--- src/rtl/clock_pkg.sv ---
// clock_pkg: shared limits, mode/alarm enums, strobe bundle and month-length helper
package clock_pkg;
  localparam logic [5:0] SEC_MAX = 6'd59;
  localparam logic [5:0] MIN_MAX = 6'd59;
  localparam logic [4:0] HRS_MAX = 5'd23;
  localparam logic [3:0] MONTH_MAX = 4'd12;
  typedef enum logic [1:0] {RUN, TSET, ASET} mode_e;
  typedef enum logic {IDLE, RING} buzz_st_e;
  typedef struct packed {
    logic sec, min, hrs, day, date, month, ld, amin, ahrs;
    logic [4:0] ld_val;
  } strb_t;
  function automatic logic [4:0] dim(input logic [3:0] month, input logic [4:0] days_feb);
    dim = (month == 4'd0 || month > MONTH_MAX) ? 5'd31 :
          (month == 4'd2) ? days_feb :
          (month == 4'd4 || month == 4'd6 || month == 4'd9 || month == 4'd11) ? 5'd30 : 5'd31;
  endfunction
endpackage

--- src/rtl/buzz_ctrl.sv ---
// buzz_ctrl: alarm match (time+1min == alarm at :59) and IDLE/RING FSM; in Clk,Reset,fire,Alarmon,Sec,Min,Hrs,AMin,AHrs; out Buzz
module buzz_ctrl
  import clock_pkg::*;
(
  input  logic       Clk,
  input  logic       Reset,
  input  logic       fire,
  input  logic       Alarmon,
  input  logic [5:0] Sec,
  input  logic [5:0] Min,
  input  logic [4:0] Hrs,
  input  logic [5:0] AMin,
  input  logic [4:0] AHrs,
  output logic       Buzz
);
  buzz_st_e st_d, st_q;
  logic [5:0] nmin;
  logic [4:0] nhrs;
  logic hit;
  always_comb begin
    nmin = (Min == MIN_MAX) ? 6'd0 : Min + 6'd1;
    nhrs = (Min != MIN_MAX) ? Hrs : (Hrs == HRS_MAX) ? 5'd0 : Hrs + 5'd1;
    hit = fire && Alarmon && Sec == SEC_MAX && nmin == AMin && nhrs == AHrs;
  end
  always_ff @(posedge Clk or posedge Reset)
    if (Reset) st_q <= IDLE;
    else st_q <= st_d;
  always_comb st_d = (st_q == RING) ? (Alarmon ? RING : IDLE) : (hit ? RING : IDLE);
  always_comb Buzz = st_q == RING;
endmodule

--- src/rtl/time_adv_sched.sv ---
// time_adv_sched: per-Pulse carry/set-mode strobe scheduler with date clamp; in Clk,Reset,Pulse,modes,buttons,time/alarm values; out registered strobes, DateLd/DateLdVal, Buzz
module time_adv_sched
  import clock_pkg::*;
#(
  parameter int DAYS_FEB = 28
) (
  input  logic       Clk,
  input  logic       Reset,
  input  logic       Pulse,
  input  logic       Timeset,
  input  logic       Alarmset,
  input  logic       Minadv,
  input  logic       Hrsadv,
  input  logic       Dayadv,
  input  logic       Dateadv,
  input  logic       Monthadv,
  input  logic       Alarmon,
  input  logic [5:0] Sec,
  input  logic [5:0] Min,
  input  logic [4:0] Hrs,
  input  logic [4:0] Date,
  input  logic [3:0] Month,
  input  logic [5:0] AMin,
  input  logic [4:0] AHrs,
  output logic       SecInc,
  output logic       MinInc,
  output logic       HrsInc,
  output logic       DayInc,
  output logic       DateInc,
  output logic       MonthInc,
  output logic       DateLd,
  output logic [4:0] DateLdVal,
  output logic       AMinInc,
  output logic       AHrsInc,
  output logic       Buzz
);
  mode_e mode;
  strb_t out_d, out_q;
  logic clamp_pend_d, clamp_pend_q, clamp_now_d, clamp_now_q;
  logic run, c_sec, c_min, c_hrs, at_end, date_hit, clamp_ld;
  logic [4:0] dm;
  always_comb begin
    mode = Timeset ? TSET : Alarmset ? ASET : RUN;
    run = mode != TSET;
    dm = dim(Month, 5'(DAYS_FEB));
    c_sec = Sec == SEC_MAX;
    c_min = c_sec && Min == MIN_MAX;
    c_hrs = c_min && Hrs == HRS_MAX;
    at_end = Date == dm;
    // the clamp owns the date counter on its cycle, so any Pulse date step is dropped
    date_hit = Pulse && !clamp_now_q && (run ? c_hrs : Dateadv);
    clamp_ld = clamp_now_q && Date > dm;
    out_d.sec = Pulse && run;
    out_d.min = Pulse && (run ? c_sec : Minadv);
    out_d.hrs = Pulse && (run ? c_min : Hrsadv);
    out_d.day = Pulse && (run ? c_hrs : Dayadv);
    out_d.date = date_hit && !at_end;
    out_d.ld = clamp_ld || (date_hit && at_end);
    out_d.month = run ? date_hit && at_end : Pulse && Monthadv;
    out_d.amin = Pulse && mode == ASET && Minadv;
    out_d.ahrs = Pulse && mode == ASET && Hrsadv;
    out_d.ld_val = clamp_ld ? dm : {4'd0, out_d.ld};
    // two-stage delay: Month counter updates one Clk after MonthInc, checked the Clk after
    clamp_pend_d = Pulse && mode == TSET && Monthadv;
    clamp_now_d = clamp_pend_q;
  end
  always_ff @(posedge Clk or posedge Reset)
    if (Reset) begin
      out_q <= '0;
      clamp_pend_q <= 1'b0;
      clamp_now_q <= 1'b0;
    end else begin
      out_q <= out_d;
      clamp_pend_q <= clamp_pend_d;
      clamp_now_q <= clamp_now_d;
    end
  assign SecInc = out_q.sec;
  assign MinInc = out_q.min;
  assign HrsInc = out_q.hrs;
  assign DayInc = out_q.day;
  assign DateInc = out_q.date;
  assign MonthInc = out_q.month;
  assign DateLd = out_q.ld;
  assign DateLdVal = out_q.ld_val;
  assign AMinInc = out_q.amin;
  assign AHrsInc = out_q.ahrs;
  buzz_ctrl u_buzz (
    .Clk(Clk), .Reset(Reset), .fire(Pulse && mode == RUN), .Alarmon(Alarmon),
    .Sec(Sec), .Min(Min), .Hrs(Hrs), .AMin(AMin), .AHrs(AHrs), .Buzz(Buzz)
  );
endmodule

--- config.mk ---
export PLATFORM = sky130hd
export DESIGN_NAME = time_adv_sched
export DESIGN_NICKNAME = d
export VERILOG_FILES = /design/src/rtl/clock_pkg.sv /design/src/rtl/buzz_ctrl.sv /design/src/rtl/time_adv_sched.sv
export SDC_FILE = /design/constraint.sdc
export NUM_CORES = 1
export LEC_CHECK = 0
export CAP_MARGIN = 30
export CELL_PAD_IN_SITES_DETAIL_PLACEMENT = 1
export CELL_PAD_IN_SITES_GLOBAL_PLACEMENT = 1
export CORE_AREA = 2 2 60 73
export CTS_CLUSTER_SIZE = 25
export DETAILED_ROUTE_END_ITERATION = 10
export DIE_AREA = 0 0 62 75
export PLACE_DENSITY = 0.92
export SYNTH_ARGS = -nofsm -noshare
export SYNTH_HDL_FRONTEND = slang
export SYNTH_SLANG_ARGS = --single-unit
--- constraint.sdc ---
create_clock -name Clk -period 2.4 [get_ports Clk]
set_input_delay 0.36 -clock Clk [delete_from_list [all_inputs] [get_ports Clk]]
set_output_delay 0.36 -clock Clk [all_outputs]
set_load 0.05 [all_outputs]
==> results.cfg, run 1 <==
[status]
outcome = completed

[global_routing]
grt_pass1_wl_um = 4980
antenna_found_initial = 0
grt-ovfl-total = 0
grt_pass1_vias = 1145
grt_max_degree = 16
gr-usage-all-layers = 0.148

[setup_path]
crit_required_ns = 2.59
criticalPathCategory = in -> reg
reg2reg_to = u_buzz.Buzz
critPathLaunchType = input pin
worstReg2RegStart = u_buzz.Buzz
worst-r2r-cell-count = 5
ff2ff_setup_slack_ns = 1.23
critPathArrivalTime_ns = 2.36
timing.critical_path.to = DateLdVal[0]
end_kind = register
cp-startpoint = Min[1]
cp_max_fo = 6

[timing]
slew_headroom = 0.650
setup_viol = 0
rsz0062_at_grt = false
hold_viol = 0
fmaxAchievable_mhz = 461
setup_slack_ns = 0.232
clock_skew_ns = 0.000782
period_needed_ns = 2.17
fin_crit_sh = 0.903
slew_viol_final = 0
tns_ns = 0
worst_slew_pin_slew_ns = 0.525

[finish]
final_cells = 241
n_fill_cell = 449
nNetsFinal = 240
largest_register_ffs = 3
final_common_cell = clkdlybuf4s50_1
antenna_cells = 0
final_cell_mix = 62 x clkdlybuf4s50_1, 15 x dfrtp_1, 10 x nand2_1, 9 x buf_4, 8 x xor2_1
area_delta_synth_final_pct = 74.1
fin_util = 0.470
drive_gt1_frac = 0.123

[detailed_routing]
ant_nets = 0
drtIter0Drc = 19
route.detailed.wl_per_inst_um = 12.8
vias_per_cell = 4.69
routed_wl_um = 3080
dr_total_vias = 1131
drt-pass1-iter-count = 3
drc_errors = 0

[die]
die_w_um = 62
core_region_area_um2 = 3910
std_cell_rows = 25
start_util = 0.270
io_pins = 63
die_y_um = 75
die_area_um2 = 4650

[power]
power.density_nw_per_um2 = 368
p_total_mw = 0.677
leakagePower_nw = 0.811
vdd_drop_max_mv = 0.133

[yosys]
synth_edf_count = 0
synth_ff_type = dfrtp_1
yosys-top-cells-area = dfrtp_1 36%, xor2_1 6.6%, ha_1 4.7%
ys_ff_latch = 15
syn_nets = 167
async_reset_ff_frac = 1.00
netlist_instances = 115
seq_area_frac_synth = 0.355
syn_area_um2 = 1060
synth_top_area_share = 0.355
synth_area_per_cell_um2 = 9.18
ys_types = 40
yosysWarnings = 0
yosys.area.top_type = dfrtp_1

[placement]
port_buffers = 62
detailed_place_hpwl_um = 2620
dp.cells = 237
finalWeightedCongestion = 0.769
preCtsSetupSlack_ns = -0.0366

[min_path]
hold_path.class = reg -> reg
hold_depth = 0

[clock_tree]
numCtsBuffers = 3
clk_latency_ns = 0.25
cts.sinks = 15
cts.htree.levels = 1
clockRootBuffer = clkbuf_8
cts.clk_slew.worst_paths_ns = 0.05
cts_tree = built
clk_path_buf_depth = 2
cts_resized = 0
post_cts_buffers = 0
hold_buffers = 0

[run]
drv_cap = 0
[per-stage QoR]
stage	instance area [µm²]	hold slack (ns)
after global placement	1790	0.344
after global routing	1840	0.357
after floorplan	1060	0.261
final	1840	0.354
after CTS	1840	0.357
after detailed placement	1790	0.340
[layout make-up]
cell class	instances	area [µm²]	area share
Timing Repair Buffer	71	688	0.374
Sequential cell	15	375	0.204
Inverter	7	26.3	0.0143
Tap cell	54	67.6	0.0368
Multi-Input combinational cell	90	636	0.346
Clock buffer	4	45.0	0.0245
[cell usage after synthesis (all sizes together) (2+ instances only)]
cell / number
mux2: 2
nor2: 6
xnor2: 3
inv: 7
nand4: 3
nor3: 5
and4b: 3
o211ai: 2
dfrtp: 15
buf: 2
nor2b: 3
nand3: 7
xor2: 8
and3: 3
nand4b: 2
ha: 4
o21ai: 2
mux2i: 3
a21oi: 6
nand2: 11
a31oi: 3
[layer usage]
| layer | GRT usage | part of all wire | vias to the layer above |
|---|---|---|---|
| met5 | 0 | 0 | - |
| met4 | 0.0638 | 0.022 | 0 |
| met3 | 0.0344 | 0.069 | 7 |
| met2 | 0.273 | 0.53 | 45 |
| met1 | 0.153 | 0.38 | 522 |
| li1 | - | - | 557 |
[power by group]
part / internal (mW) / switching [mW]
Combinational: 0.120 / 0.0929
Sequential: 0.260 / 0.00197
Clock: 0.118 / 0.0849
Total: 0.497 / 0.180
[worst min-delay path by stage]
stage | start | to | slack, ns
6_report | clamp_now_d | clamp_now_q | 0.35
5_1_grt | clamp_now_d | clamp_now_q | 0.36
4_1_cts | clamp_now_d | clamp_now_q | 0.36
3_5_place_dp | clamp_now_d | clamp_now_q | 0.34
3_3_place_gp | clamp_now_d | clamp_now_q | 0.34
2_1_floorplan | Reset | AHrsInc | 0.26
[cells by family (layout without fill, tap and decap cells)]
family	Yosys count	count (layout)	share of synthesized area
and+or+nand+nor	52	52	0.303
AOI/OAI and AO/OA	18	18	0.110
DFF	15	15	0.355
xor gates and xnor gates	11	11	0.0912
buffers and inverters	10	82	0.0427
muxes	5	5	0.0498
adders and majority gates	4	4	0.0474
[worst max-delay path, cell delays in order]
cell and delay [ns]:
clkdlybuf4s50_1 0.48, ha_1 0.20, nand3_2 0.13, or2_4 0.28, or4_4 0.49, nand2_2 0.09, nand4b_2 0.14, a21bo_1 0.21
(Power assumes the default switching activity.)
==> run 2: changes to the inputs <==
--- a/config.mk
+++ b/config.mk
@@ -5,14 +5,15 @@
 export SDC_FILE = /design/constraint.sdc
 export NUM_CORES = 1
 export LEC_CHECK = 0
+export ABC_AREA = 1
 export CAP_MARGIN = 30
 export CELL_PAD_IN_SITES_DETAIL_PLACEMENT = 1
 export CELL_PAD_IN_SITES_GLOBAL_PLACEMENT = 1
-export CORE_AREA = 2 2 60 73
+export CORE_AREA = 2 2 64 78
 export CTS_CLUSTER_SIZE = 25
 export DETAILED_ROUTE_END_ITERATION = 10
-export DIE_AREA = 0 0 62 75
-export PLACE_DENSITY = 0.92
+export DIE_AREA = 0 0 66 80
+export PLACE_DENSITY = 0.94
 export SYNTH_ARGS = -nofsm -noshare
 export SYNTH_HDL_FRONTEND = slang
 export SYNTH_SLANG_ARGS = --single-unit
==> results.cfg, run 2 <==
[min_path]
hold_path.class = reg -> reg

[power]
p_total_mw = 0.693
leakagePower_nw = 1.01
vdd_drop_max_mv = 0.137
power.density_nw_per_um2 = 358

[finish]
final_cells = 315
antenna_cells = 0
final_cell_mix = 62 x clkdlybuf4s50_1, 61 x nand2_1, 40 x inv_1, 21 x nand3_1, 20 x nor2_1
drive_gt1_frac = 0.0506
final_common_cell = clkdlybuf4s50_1
nNetsFinal = 310
largest_register_ffs = 3
n_fill_cell = 596
area_delta_synth_final_pct = 59.0

[yosys]
yosys-top-cells-area = dfrtp_1 31%, nand2_1 19%, inv_1 12%
seq_area_frac_synth = 0.308
ys_ff_latch = 15
synth_edf_count = 0
netlist_instances = 194
yosysMostFrequentCell = nand2_1
ys_types = 22
yosysWarnings = 0
async_reset_ff_frac = 1.00
synth_area_per_cell_um2 = 6.28
yosys.area.top_type = dfrtp_1
synth_top_area_share = 0.308
syn_area_um2 = 1220
syn_nets = 246
yosys-top-cells-count = 61 x nand2_1, 40 x inv_1, 21 x nand3_1
synth_ff_type = dfrtp_1

[clock_tree]
cts.clk_slew.worst_paths_ns = 0.06
post_cts_buffers = 0
cts_resized = 0
clockRootBuffer = clkbuf_8
cts_tree = built
cts.sinks = 15
hold_buffers = 0
cts.htree.levels = 1
numCtsBuffers = 3
clk_path_buf_depth = 2
clk_latency_ns = 0.25

[timing]
slew_viol_final = 0
hold_viol = 0
hold_ws_ns = 0.354
setup_viol = 0
period_needed_ns = 1.99
clock_skew_ns = 0.000265
setup_slack_ns = 0.409
slew_headroom = 0.628
tns_ns = 0
rsz0062_at_grt = false
fmaxAchievable_mhz = 502
worst_slew_pin_slew_ns = 0.557
fin_crit_sh = 0.830

[die]
std_cell_rows = 27
core_region_area_um2 = 4530
die_w_um = 66
io_pins = 63
die_area_um2 = 5280
die_y_um = 80
start_util = 0.269

[detailed_routing]
route.detailed.wl_per_inst_um = 11.6
routed_wl_um = 3640
ant_nets = 0
drtIter0Drc = 41
drt-pass1-iter-count = 4
dr_total_vias = 1442
drc_errors = 0
vias_per_cell = 4.58

[setup_path]
ff2ff_setup_slack_ns = 1.27
timing.critical_path.to = u_buzz.Buzz
cp-startpoint = Min[0]
crit_required_ns = 2.59
reg2reg_to = u_buzz.Buzz
critPathLaunchType = input pin
criticalPathCategory = in -> reg
worst-r2r-cell-count = 9
critPathArrivalTime_ns = 2.18
cp_max_fo = 10
end_kind = register
worstReg2RegStart = u_buzz.Buzz

[placement]
dp.cells = 311
port_buffers = 62
detailed_place_hpwl_um = 3180
preCtsSetupSlack_ns = 0.131
finalWeightedCongestion = 0.815

[global_routing]
grt-ovfl-total = 0
grt_pass1_vias = 1530
grt_pass1_wl_um = 6170
antenna_found_initial = 0
gr-usage-all-layers = 0.150
grt_max_degree = 16

[run]
drv_cap = 0

[status]
outcome = completed
==> run 2: cell types whose count changed after synthesis, moves of 5 or more <==
cell and change:
a21oi_1 -5, inv_1 +33, nand2_1 +51, nand3_1 +15
nand4_1 +5, nor2_1 +14, xor2_1 -6
==> run 2: layer usage <==
layer,GRT usage,vias up,part of all wire
met4,0.0673,0,0.025
met1,0.152,657,0.39
li1,-,727,-
met5,0,-,0
met3,0.0197,9,0.055
met2,0.294,49,0.53
==> run 2: how the worst min path moves through the flow <==
stage	from	end	slack, ns	cells past startpoint
detailed placement	clamp_now_d	clamp_now_q	0.34	0
global route	clamp_now_d	clamp_now_q	0.36	0
finish	clamp_now_d	clamp_now_q	0.35	0
floorplan	Reset	AHrsInc	0.26	1
CTS	clamp_now_d	clamp_now_q	0.35	0
global placement	clamp_now_d	clamp_now_q	0.34	0
==> run 2: worst max-delay path, stage by stage <==
cell and delay (ns):
clkdlybuf4s50_1 0.58, ha_1 0.25, nand2_1 0.13, nor2_4 0.27
nand2_1 0.12, xor2_1 0.17, inv_1 0.06, nor2_1 0.11
nand3_1 0.08, nand2_1 0.05
==> run 2: stage by stage <==
step                utilization  cell area (µm²)
CTS                       0.428             1940
global route              0.428             1940
detailed placement        0.418             1890
finish                    0.428             1940
global placement          0.418             1890
floorplan                     -             1220
==> run 2: where the power goes <==
group / switching, mW / leakage (nW) / internal, mW
clock network: 0.0890 / 0.0228 / 0.118
registers: 0.00220 / 0.204 / 0.260
logic: 0.112 / 0.787 / 0.112
==> run 2: final cells by class <==
cell class | instances | area (µm²) | share of cell area
flip-flops and latches | 15 | 375 | 0.194
inverters | 40 | 150 | 0.0776
well taps | 58 | 72.6 | 0.0375
multi-input cells | 136 | 672 | 0.347
repair buffers | 62 | 621 | 0.321
clock buffers | 4 | 45.0 | 0.0233
==> run 2: kinds of logic (layout without fill, tap and decap cells) <==
| group | count (synthesis) | in the layout | synth area share |
|---|---|---|---|
| DFF | 15 | 15 | 0.308 |
| and+or+nand+nor | 119 | 119 | 0.439 |
| adders and majority gates | 4 | 4 | 0.0411 |
| buffers and inverters | 43 | 106 | 0.140 |
| AOI/OAI and AO/OA | 11 | 11 | 0.0576 |
| xor gates and xnor gates | 2 | 2 | 0.0144 |
